<file path="src/rtl/mem1port_initiator.sv">
// rtl/mem1port_initiator.sv - byte-addressed load/store to word-bus initiator
// Splits misaligned accesses into two beats, lane-shifts store data, size-extends load data.
module mem1port_initiator #(
    parameter bit ALLOW_MISALIGN = 1'b1
) (
    input  logic        clk,
    input  logic        resetb,
    input  logic        req_valid,
    output logic        req_ready,
    input  logic        req_we,
    input  logic [31:0] req_addr,
    input  logic [1:0]  req_size,
    input  logic        req_signed,
    input  logic [31:0] req_wdata,
    output logic        resp_valid,
    output logic [31:0] resp_rdata,
    output logic        resp_err,
    output logic        mem_ready,
    output logic        mem_we,
    output logic [29:0] mem_addr,
    output logic [31:0] mem_wdata,
    output logic [3:0]  mem_wstrb,
    input  logic        mem_rresp,
    input  logic [31:0] mem_rdata
);

    typedef enum logic [2:0] {IDLE, BEAT2, RWAIT1, RWAIT2, RESP} state_t;

    state_t      state;
    logic [1:0]  off_q;
    logic [2:0]  nbytes_q;
    logic        signed_q;
    logic        we_q;
    logic        split_q;
    logic [31:0] first_q;
    logic [31:0] hi_wdata_q;
    logic [3:0]  hi_wstrb_q;

    logic [1:0]  off;
    logic [2:0]  nbytes;
    logic        split;
    logic [63:0] lane_data;
    logic [7:0]  lane_mask;
    logic [55:0] rd_pair;
    logic [31:0] rd_low;
    logic [31:0] load_ext;

    always_comb begin
        off = req_addr[1:0];
        case (req_size)
            2'd0:    nbytes = 3'd1;
            2'd1:    nbytes = 3'd2;
            default: nbytes = 3'd4;
        endcase
        split = ({2'b00, off} + {1'b0, nbytes}) > 4'd4;
        lane_data = {32'b0, req_wdata} << {off, 3'b000};
        case (nbytes)
            3'd1:    lane_mask = 8'h01 << off;
            3'd2:    lane_mask = 8'h03 << off;
            default: lane_mask = 8'h0F << off;
        endcase
    end

    // Only bytes up to offset 3 + 4 are ever selected, so the top byte of the second word is never needed.
    always_comb begin
        if (state == RWAIT2)
            rd_pair = {mem_rdata[23:0], first_q};
        else
            rd_pair = {24'b0, mem_rdata};
        rd_low = rd_pair[{off_q, 3'b000} +: 32];
        case (nbytes_q)
            3'd1:    load_ext = {{24{signed_q & rd_low[7]}}, rd_low[7:0]};
            3'd2:    load_ext = {{16{signed_q & rd_low[15]}}, rd_low[15:0]};
            default: load_ext = rd_low;
        endcase
    end

    always_ff @(posedge clk or negedge resetb) begin
        if (!resetb) begin
            state      <= IDLE;
            req_ready  <= 1'b1;
            resp_valid <= 1'b0;
            resp_rdata <= 32'b0;
            resp_err   <= 1'b0;
            mem_ready  <= 1'b0;
            mem_we     <= 1'b0;
            mem_addr   <= 30'b0;
            mem_wdata  <= 32'b0;
            mem_wstrb  <= 4'b0;
            off_q      <= 2'b0;
            nbytes_q   <= 3'd4;
            signed_q   <= 1'b0;
            we_q       <= 1'b0;
            split_q    <= 1'b0;
            first_q    <= 32'b0;
            hi_wdata_q <= 32'b0;
            hi_wstrb_q <= 4'b0;
        end else begin
            resp_valid <= 1'b0;
            resp_err   <= 1'b0;
            mem_ready  <= 1'b0;
            mem_we     <= 1'b0;
            mem_wstrb  <= 4'b0;
            case (state)
                IDLE: begin
                    if (req_valid && req_ready) begin
                        off_q    <= off;
                        nbytes_q <= nbytes;
                        signed_q <= req_signed;
                        we_q     <= req_we;
                        split_q  <= split;
                        if (split && !ALLOW_MISALIGN) begin
                            resp_valid <= 1'b1;
                            resp_err   <= 1'b1;
                            resp_rdata <= 32'b0;
                        end else begin
                            req_ready  <= 1'b0;
                            mem_ready  <= 1'b1;
                            mem_we     <= req_we;
                            mem_addr   <= req_addr[31:2];
                            mem_wdata  <= req_we ? lane_data[31:0] : 32'b0;
                            mem_wstrb  <= req_we ? lane_mask[3:0] : 4'b0;
                            hi_wdata_q <= req_we ? lane_data[63:32] : 32'b0;
                            hi_wstrb_q <= req_we ? lane_mask[7:4] : 4'b0;
                            if (split)
                                state <= BEAT2;
                            else if (req_we)
                                state <= RESP;
                            else
                                state <= RWAIT1;
                        end
                    end
                end
                BEAT2: begin
                    mem_ready <= 1'b1;
                    mem_we    <= we_q;
                    mem_addr  <= mem_addr + 30'd1;
                    mem_wdata <= hi_wdata_q;
                    mem_wstrb <= hi_wstrb_q;
                    state     <= we_q ? RESP : RWAIT1;
                end
                RWAIT1: begin
                    if (mem_rresp) begin
                        if (split_q) begin
                            first_q <= mem_rdata;
                            state   <= RWAIT2;
                        end else begin
                            resp_valid <= 1'b1;
                            resp_rdata <= load_ext;
                            req_ready  <= 1'b1;
                            state      <= IDLE;
                        end
                    end
                end
                RWAIT2: begin
                    if (mem_rresp) begin
                        resp_valid <= 1'b1;
                        resp_rdata <= load_ext;
                        req_ready  <= 1'b1;
                        state      <= IDLE;
                    end
                end
                RESP: begin
                    resp_valid <= 1'b1;
                    resp_rdata <= 32'b0;
                    req_ready  <= 1'b1;
                    state      <= IDLE;
                end
                default: begin
                    req_ready <= 1'b1;
                    state     <= IDLE;
                end
            endcase
        end
    end

endmodule

</file>
<file path="config.mk">
export PLATFORM = sky130hd
export DESIGN_NAME = mem1port_initiator
export DESIGN_NICKNAME = d
export VERILOG_FILES = /design/src/rtl/mem1port_initiator.sv
export SDC_FILE = /design/constraint.sdc
export NUM_CORES = 1
export LEC_CHECK = 0
export CAP_MARGIN = 10
export CORE_UTILIZATION = 45
export CTS_CLUSTER_DIAMETER = 150
export DETAILED_ROUTE_END_ITERATION = 8
export PLACE_DENSITY = 0.8
export SETUP_SLACK_MARGIN = 0.4
export SLEW_MARGIN = 20
export SYNTH_ARGS = -nofsm -noshare
export SYNTH_HDL_FRONTEND = slang
export SYNTH_SLANG_ARGS = --single-unit
</file>
<file path="constraint.sdc">
create_clock -name clk -period 4.8 [get_ports clk]
set_input_delay 0.96 -clock clk [delete_from_list [all_inputs] [get_ports clk]]
set_output_delay 0.96 -clock clk [all_outputs]
set_load 0.05 [all_outputs]
</file>
==> flow_summary.toml, run 1 <==
[synthesis]
syn_area_mm2 = 0.00938
ys_seq_area_share_pct = 45.9
ys_seq_elements = 172
synthArstFlopShare_pct = 100
yosysWarnings = 0
synth_ff_type = "dfrtp_1"
ys_types = 66
synth.net_count = 1027
synth_edf_count = 0
avgSynthCellArea_um2 = 10.2
postSynthCellCount = 918

[route]
ant_nets = 0
drt_wl_total_um = 27000
dr.pass1.iters = 6
drtIter0Drc = 773
wl_per_cell_um = 19.7
vias_per_cell = 5.98
vias = 8191
route.detailed.drc = 0

[global_route]
met1_usage_pct = 34.6
grt.total_usage_pct = 25.5
top_usage_layer = "met2"
antenna_found_initial = 2
grtUsageMet3_pct = 5.63
grt_pass1_wl_um = 43100
grt_max_degree = 115
grt_pass1_vias = 8046
grt_overflow = 0
grt.met2_usage_pct = 39.9

[place]
dpl.cell_count = 1336
gp_congestion = 0.877
dpl_cell_area_mm2 = 0.0116
io_buffer_count = 205
dp_hpwl_um = 18200

[layout]
fill_cells = 1653
final_area_mm2 = 0.0122
final_layout_size_suffix_gt1_share_pct = 13.6
layout.nets = 1194
stdcell_count = 1370
syn_to_final_growth_pct = 30.1

[timing]
setup_viol = 0
hold_viol_final = 0
final_max_slew_viol_count = 0
fmaxAchievable_ghz = 0.330
worst_pin_slew_ns = 0.944
fin_hold_ws_ns = 0.475
finalCriticalPeriod_ns = 3.03
rsz0062_at_grt = "false"
finClkSkew_ns = 0.0166
final.period_utilization_pct = 63.1
fin_setup_tns_ns = 0
relSlewSlack_pct = 37.1

[floorplanning]
rows = 52
die_h_um = 146
die_area_mm2 = 0.0214
die_w_um = 146
ioPinCount = 207
core_area_mm2 = 0.0204
initial_core_util_pct = 46.1

[clock_tree]
cts_made_buffers = 17
root_buffer = "clkbuf_16"
cts.sinks = 172
clock_latency_ns = 0.43
cts_max_path_buffers = 2
ctsResizeCount = 0
post-cts-setup-buffers = 0
clk_pin_slew_worst_paths_ns = 0.08
cts_tree = "built"
cts_hold_buf = 0
cts_max_level = 4

[min_path]
hold_path_depth = 2
worstHoldPathType = "flip-flop to flip-flop"

[critical_path]
cp.arrival_ns = 3.33
worst-path-max-fanout = 20
cp.required_ns = 5.10
critPathKind = "flip-flop to flip-flop"
endpoint_kind = "flip-flop"
start_kind = "flip-flop"
reg2regPathDepth = 5

[power]
vdd_drop_max_v = 0.000335
total_power_mw = 6.86
power.leakage_nw = 5.27
p_per_area_mw_per_mm2 = 562

[job]
max-cap-violations = 0

[status]
outcome = "complete, no violations"
==> cells in the mapped netlist (all sizes together) (18+ instances only) <==
cell type,instances,area share (%)
dfrtp,170,45
nand2,129,5.2
o21ai,65,3.5
mux2i,64,6.8
nor2,55,2.2
mux2,50,6.0
clkbuf,49,2.0
a21oi,31,1.7
nand3,23,1.2
buf,22,1.2
mux4,21,5.0
o31ai,21,1.7
a22oi,18,1.4
inv,18,0.72
==> area by class of cell <==
class                      instances  area (um2)  area share, %
multi-input combinational        657        4740           38.9
sequential                       172        4310           35.3
timing repair buffer             219        2150           17.6
clock buffer                      18         439           3.60
tap                              270         338           2.77
clock inverter                    14         155           1.27
inverter                          18        67.6          0.553
antenna                            2        5.00         0.0410
==> cell usage in the layout, fill, tap and decap left out, types with 6 or more instances in the layout <==
cell type,netlist,layout
a22o_1,9,9
dfrtp_1,170,169
clkbuf_16,0,17
mux2_2,50,50
o21ai_0,61,61
a211oi_1,10,10
buf_4,2,14
a221oi_1,8,8
nand2_1,129,128
nor2_1,55,55
nor2b_1,7,7
mux2i_1,64,64
a222oi_1,8,8
a31oi_1,7,7
a22oi_1,18,18
clkdlybuf4s50_1,0,202
a21oi_1,31,29
nand3_1,23,23
inv_1,18,18
o31ai_1,21,21
nand2b_1,14,14
mux4_2,21,21
a211o_1,7,7
nand4_1,7,7
nor3_1,10,10
inv_6,0,6
nor3b_1,8,6
o211ai_1,8,8
==> registers in the layout, summed over array words and instances (netlist names) <==
| name | count |
|---|---|
| mem_wstrb | 4 |
| off_q | 2 |
| resp_rdata | 32 |
| mem_addr | 30 |
| we_q | 1 |
| mem_ready | 1 |
| split_q | 1 |
| signed_q | 1 |
| req_ready | 1 |
| mem_we | 1 |
| nbytes_q | 3 |
| mem_wdata | 32 |
| state | 3 |
| hi_wstrb_q | 3 |
| first_q | 32 |
| hi_wdata_q | 24 |
| resp_valid | 1 |
==> where the power goes <==
part	switching (mW)	total [mW]	internal, mW	leakage, nW
clock network	0.627	1.42	0.793	0.294
logic	2.00	3.17	1.18	2.70
registers	0.399	2.26	1.86	2.28
total	3.02	6.86	3.83	5.27
==> routing by layer <==
layer | part of all wire, % | routed length, um
met1 | 42 | 11500
met4 | 2.8 | 754
met2 | 47 | 12800
met3 | 7.4 | 2000
met5 | 0 | 0
==> kinds of logic (layout without fill, tap and decap cells) <==
family / Yosys count / after routing / synth area share [%]
adder cells (fa/ha/maj): 5 / 5 / 0.747
buffers and inverters: 89 / 269 / 3.88
XOR/XNOR: 1 / 1 / 0.0934
AND/OR/NAND/NOR: 286 / 286 / 14.4
flip-flops: 172 / 172 / 45.9
AO/OA/AOI/OAI: 229 / 229 / 17.0
other: 1 / 3 / 0.0400
multiplexers: 135 / 135 / 17.9
==> per-stage QoR <==
stage | util [%] | worst slack, ns
floorplan | - | 2.35
global placement | 56.9 | 1.55
detailed placement | 56.9 | 1.46
CTS | 59.8 | 1.81
global route | 59.9 | 1.69
finish | 59.9 | 1.77
==> final timing paths <==
path | slack [ns] | start | endpoint
hold reg to reg | 0.47 | resp_rdata[7] | resp_rdata[7]
setup reg to reg | 1.77 | state[0] | mem_addr[13]
setup / recovery | 1.77 | state[0] | mem_addr[13]
max in group asynchronous | 3.09 | resetb | first_q[8]
hold / removal | 0.47 | resp_rdata[7] | resp_rdata[7]
min in group asynchronous | 0.64 | resetb | first_q[4]
==> worst max-delay path, cell delays in order, from the launching register on <==
cell and delay [ns]:
dfrtp_1 0.68, or3b_1 0.78, or4_4 0.70, or2_1 0.38
o211ai_2 0.24, o311ai_2 0.13
Power figures use the tool's default switching activity.
==> run 2: changes to the inputs <==
Settings changed: PLACE_DENSITY 0.8 to 0.83.
Clock period 4.8 ns to 2.7 ns, I/O delays scaled along.
==> run 2 against run 1 <==
- count of clock-buffer cells in the layout shrank 1
- first-iteration DRC count shrank 4.0%
- clock power grew 99%
- core utilization grew 2.5 points
- design area grew 4.1%
- worst setup slack lost 1.3 ns
- sequential share of layout area shrank 1.3 points
- via count grew 1.5%
- hold slack lost 0.40 ns
- clock skew shrank 0.0020 ns
==> flow_summary.toml, run 2 (synthesized netlist as in run 1, its figures left out) <==
[timing]
setup_slack_ns = 0.449
final.period_utilization_pct = 83.4
setup_viol = 0
finalCriticalPeriod_ns = 2.25
final_max_slew_viol_count = 0
finClkSkew_ns = 0.0146
worst_pin_slew_ns = 0.845
hold_viol_final = 0
fin_setup_tns_ns = 0
rsz0062_at_grt = "true"
relSlewSlack_pct = 43.5
fmaxAchievable_ghz = 0.444

[layout]
syn_to_final_growth_pct = 35.5
fill_cells = 1642
finish.utilization_pct = 62.4
final_common_cell = "clkdlybuf4s50_1"
mostFrequentLayoutCells = "192 x clkdlybuf4s50_1, 163 x dfrtp_1, 128 x nand2_1"
largestRegisters = "first_q x32, mem_wdata x32, resp_rdata x32"
final_area_mm2 = 0.0127
layout.nets = 1231
final_layout_size_suffix_gt1_share_pct = 17.8

[floorplanning]
die_w_um = 146
initial_core_util_pct = 46.1
die_h_um = 146
die_area_mm2 = 0.0214
core_area_mm2 = 0.0204
rows = 52
ioPinCount = 207

[critical_path]
cp.arrival_ns = 1.71
cp_top_family = "buffers and inverters"
worst-path-stages = 1
reg2regPathDepth = 6
endpoint_kind = "output port"
r2r-start = "state[1]"
crit_chain = "clkdlybuf4s50_1"
worst-path-max-fanout = 5
start_kind = "flip-flop"
cp.required_ns = 2.16
rrSetupSlack_ns = 0.48
max_stage_delay_ns = 0.85
endpoint = "mem_addr[1]"
slowest_stage = "clkdlybuf4s50_1"
r2r-end = "mem_addr[26]"
worst_setup_path_startpoint = "mem_addr[1]"
critPathKind = "flip-flop to output port"
crit_buf_inv = 1

[place]
gp_congestion = 0.874
io_buffer_count = 205
dp_slack_ns = -0.0903
dp_hpwl_um = 19600
dpl_cell_area_mm2 = 0.0119

[route]
wl_per_cell_um = 19.9
vias_per_cell = 5.92
drt_wl_total_um = 27900
ant_nets = 0
dr.pass1.iters = 5
route.detailed.drc = 0
drtIter0Drc = 742
vias = 8317

[status]
outcome = "complete, no violations"

[global_route]
grt.total_usage_pct = 26.5
grt_pass1_vias = 8197
grt_pass1_wl_um = 44300
antenna_found_initial = 0
grt_max_degree = 56
grt_overflow = 0

[clock_tree]
cts_made_buffers = 17
clk_pin_slew_worst_paths_ns = 0.07
cts_tree = "built"
cts.sinks = 172
clock_latency_ns = 0.44
cts_max_level = 4
cts_max_path_buffers = 2
root_buffer = "clkbuf_16"

[min_path]
worstHoldPathType = "input pin to asynchronous set/reset pin"

[power]
power.leakage_nw = 5.57
vdd_drop_max_v = 0.000538
p_per_area_mw_per_mm2 = 993

[job]
max-cap-violations = 0
-- run 2: changes by cell type in the layout (fill, tap and decap cells not counted), sizes merged --
cell           before  now
dlygate4sd2         0    5
clkdlybuf4s50     202  192
buf                16   54
clkinvlp            1    2
clkinv              4    1
diode               2    1
bufinv              2    5
dlymetal6s2s        0    5
clkbuf             19   17
-- run 2: per-stage QoR --
stage,power (mW),std cells,hold WS [ns]
after global placement,9.65,1363,0.455
after detailed placement,9.77,1363,0.471
final,12.6,1406,0.0723
after global routing,13.2,1405,0.106
after CTS,12.6,1397,0.0915
after floorplan,7.68,918,0.244
-- run 2: how the worst min path moves through the flow --
stage                         from        endpoint  slack [ns]  cells past startpoint
floorplan                   resetb      first_q[0]        0.24                      0
global route                resetb  resp_rdata[19]        0.11                      1
detailed placement  resp_rdata[26]  resp_rdata[26]        0.47                      2
finish                      resetb  resp_rdata[19]        0.07                      1
global placement     resp_rdata[7]   resp_rdata[7]        0.45                      2
CTS                         resetb  resp_rdata[19]        0.09                      1
-- run 2: area by class of cell --
| cell class | count | area (um2) | area share, % |
|---|---|---|---|
| Inverter | 18 | 67.6 | 0.532 |
| Clock inverter | 15 | 248 | 1.95 |
| Tap cell | 270 | 338 | 2.66 |
| Sequential cell | 172 | 4320 | 34.0 |
| Multi-Input combinational cell | 657 | 4770 | 37.6 |
| Antenna cell | 1 | 2.50 | 0.0197 |
| Clock buffer | 17 | 425 | 3.35 |
| Timing Repair Buffer | 256 | 2540 | 20.0 |
-- run 2: report_power, final --
part	switching, mW	internal [mW]
clock network	1.14	1.68
logic	3.54	2.16
registers	0.776	3.32
total	5.45	7.16
-- run 2: routing by layer --
metal / vias to the layer above / global-route usage (%) / part of all wire [%]
met4: 0 / 11.6 / 3.0
li1: 3802 / - / -
met5: - / 0 / 0
met3: 59 / 7.12 / 7.6
met1: 4097 / 35.3 / 42
met2: 359 / 40.7 / 47
-- run 2: what timing repair did --
| action | in CTS | in global routing |
|---|---|---|
| setup endpoints to repair | 8 | 29 |
| setup buffers | 2 | 8 |
| pin swaps | 1 | 6 |
| resized for setup | 8 | 18 |
| hold buffers | 0 | 0 |
| hold endpoints to repair | 0 | 0 |
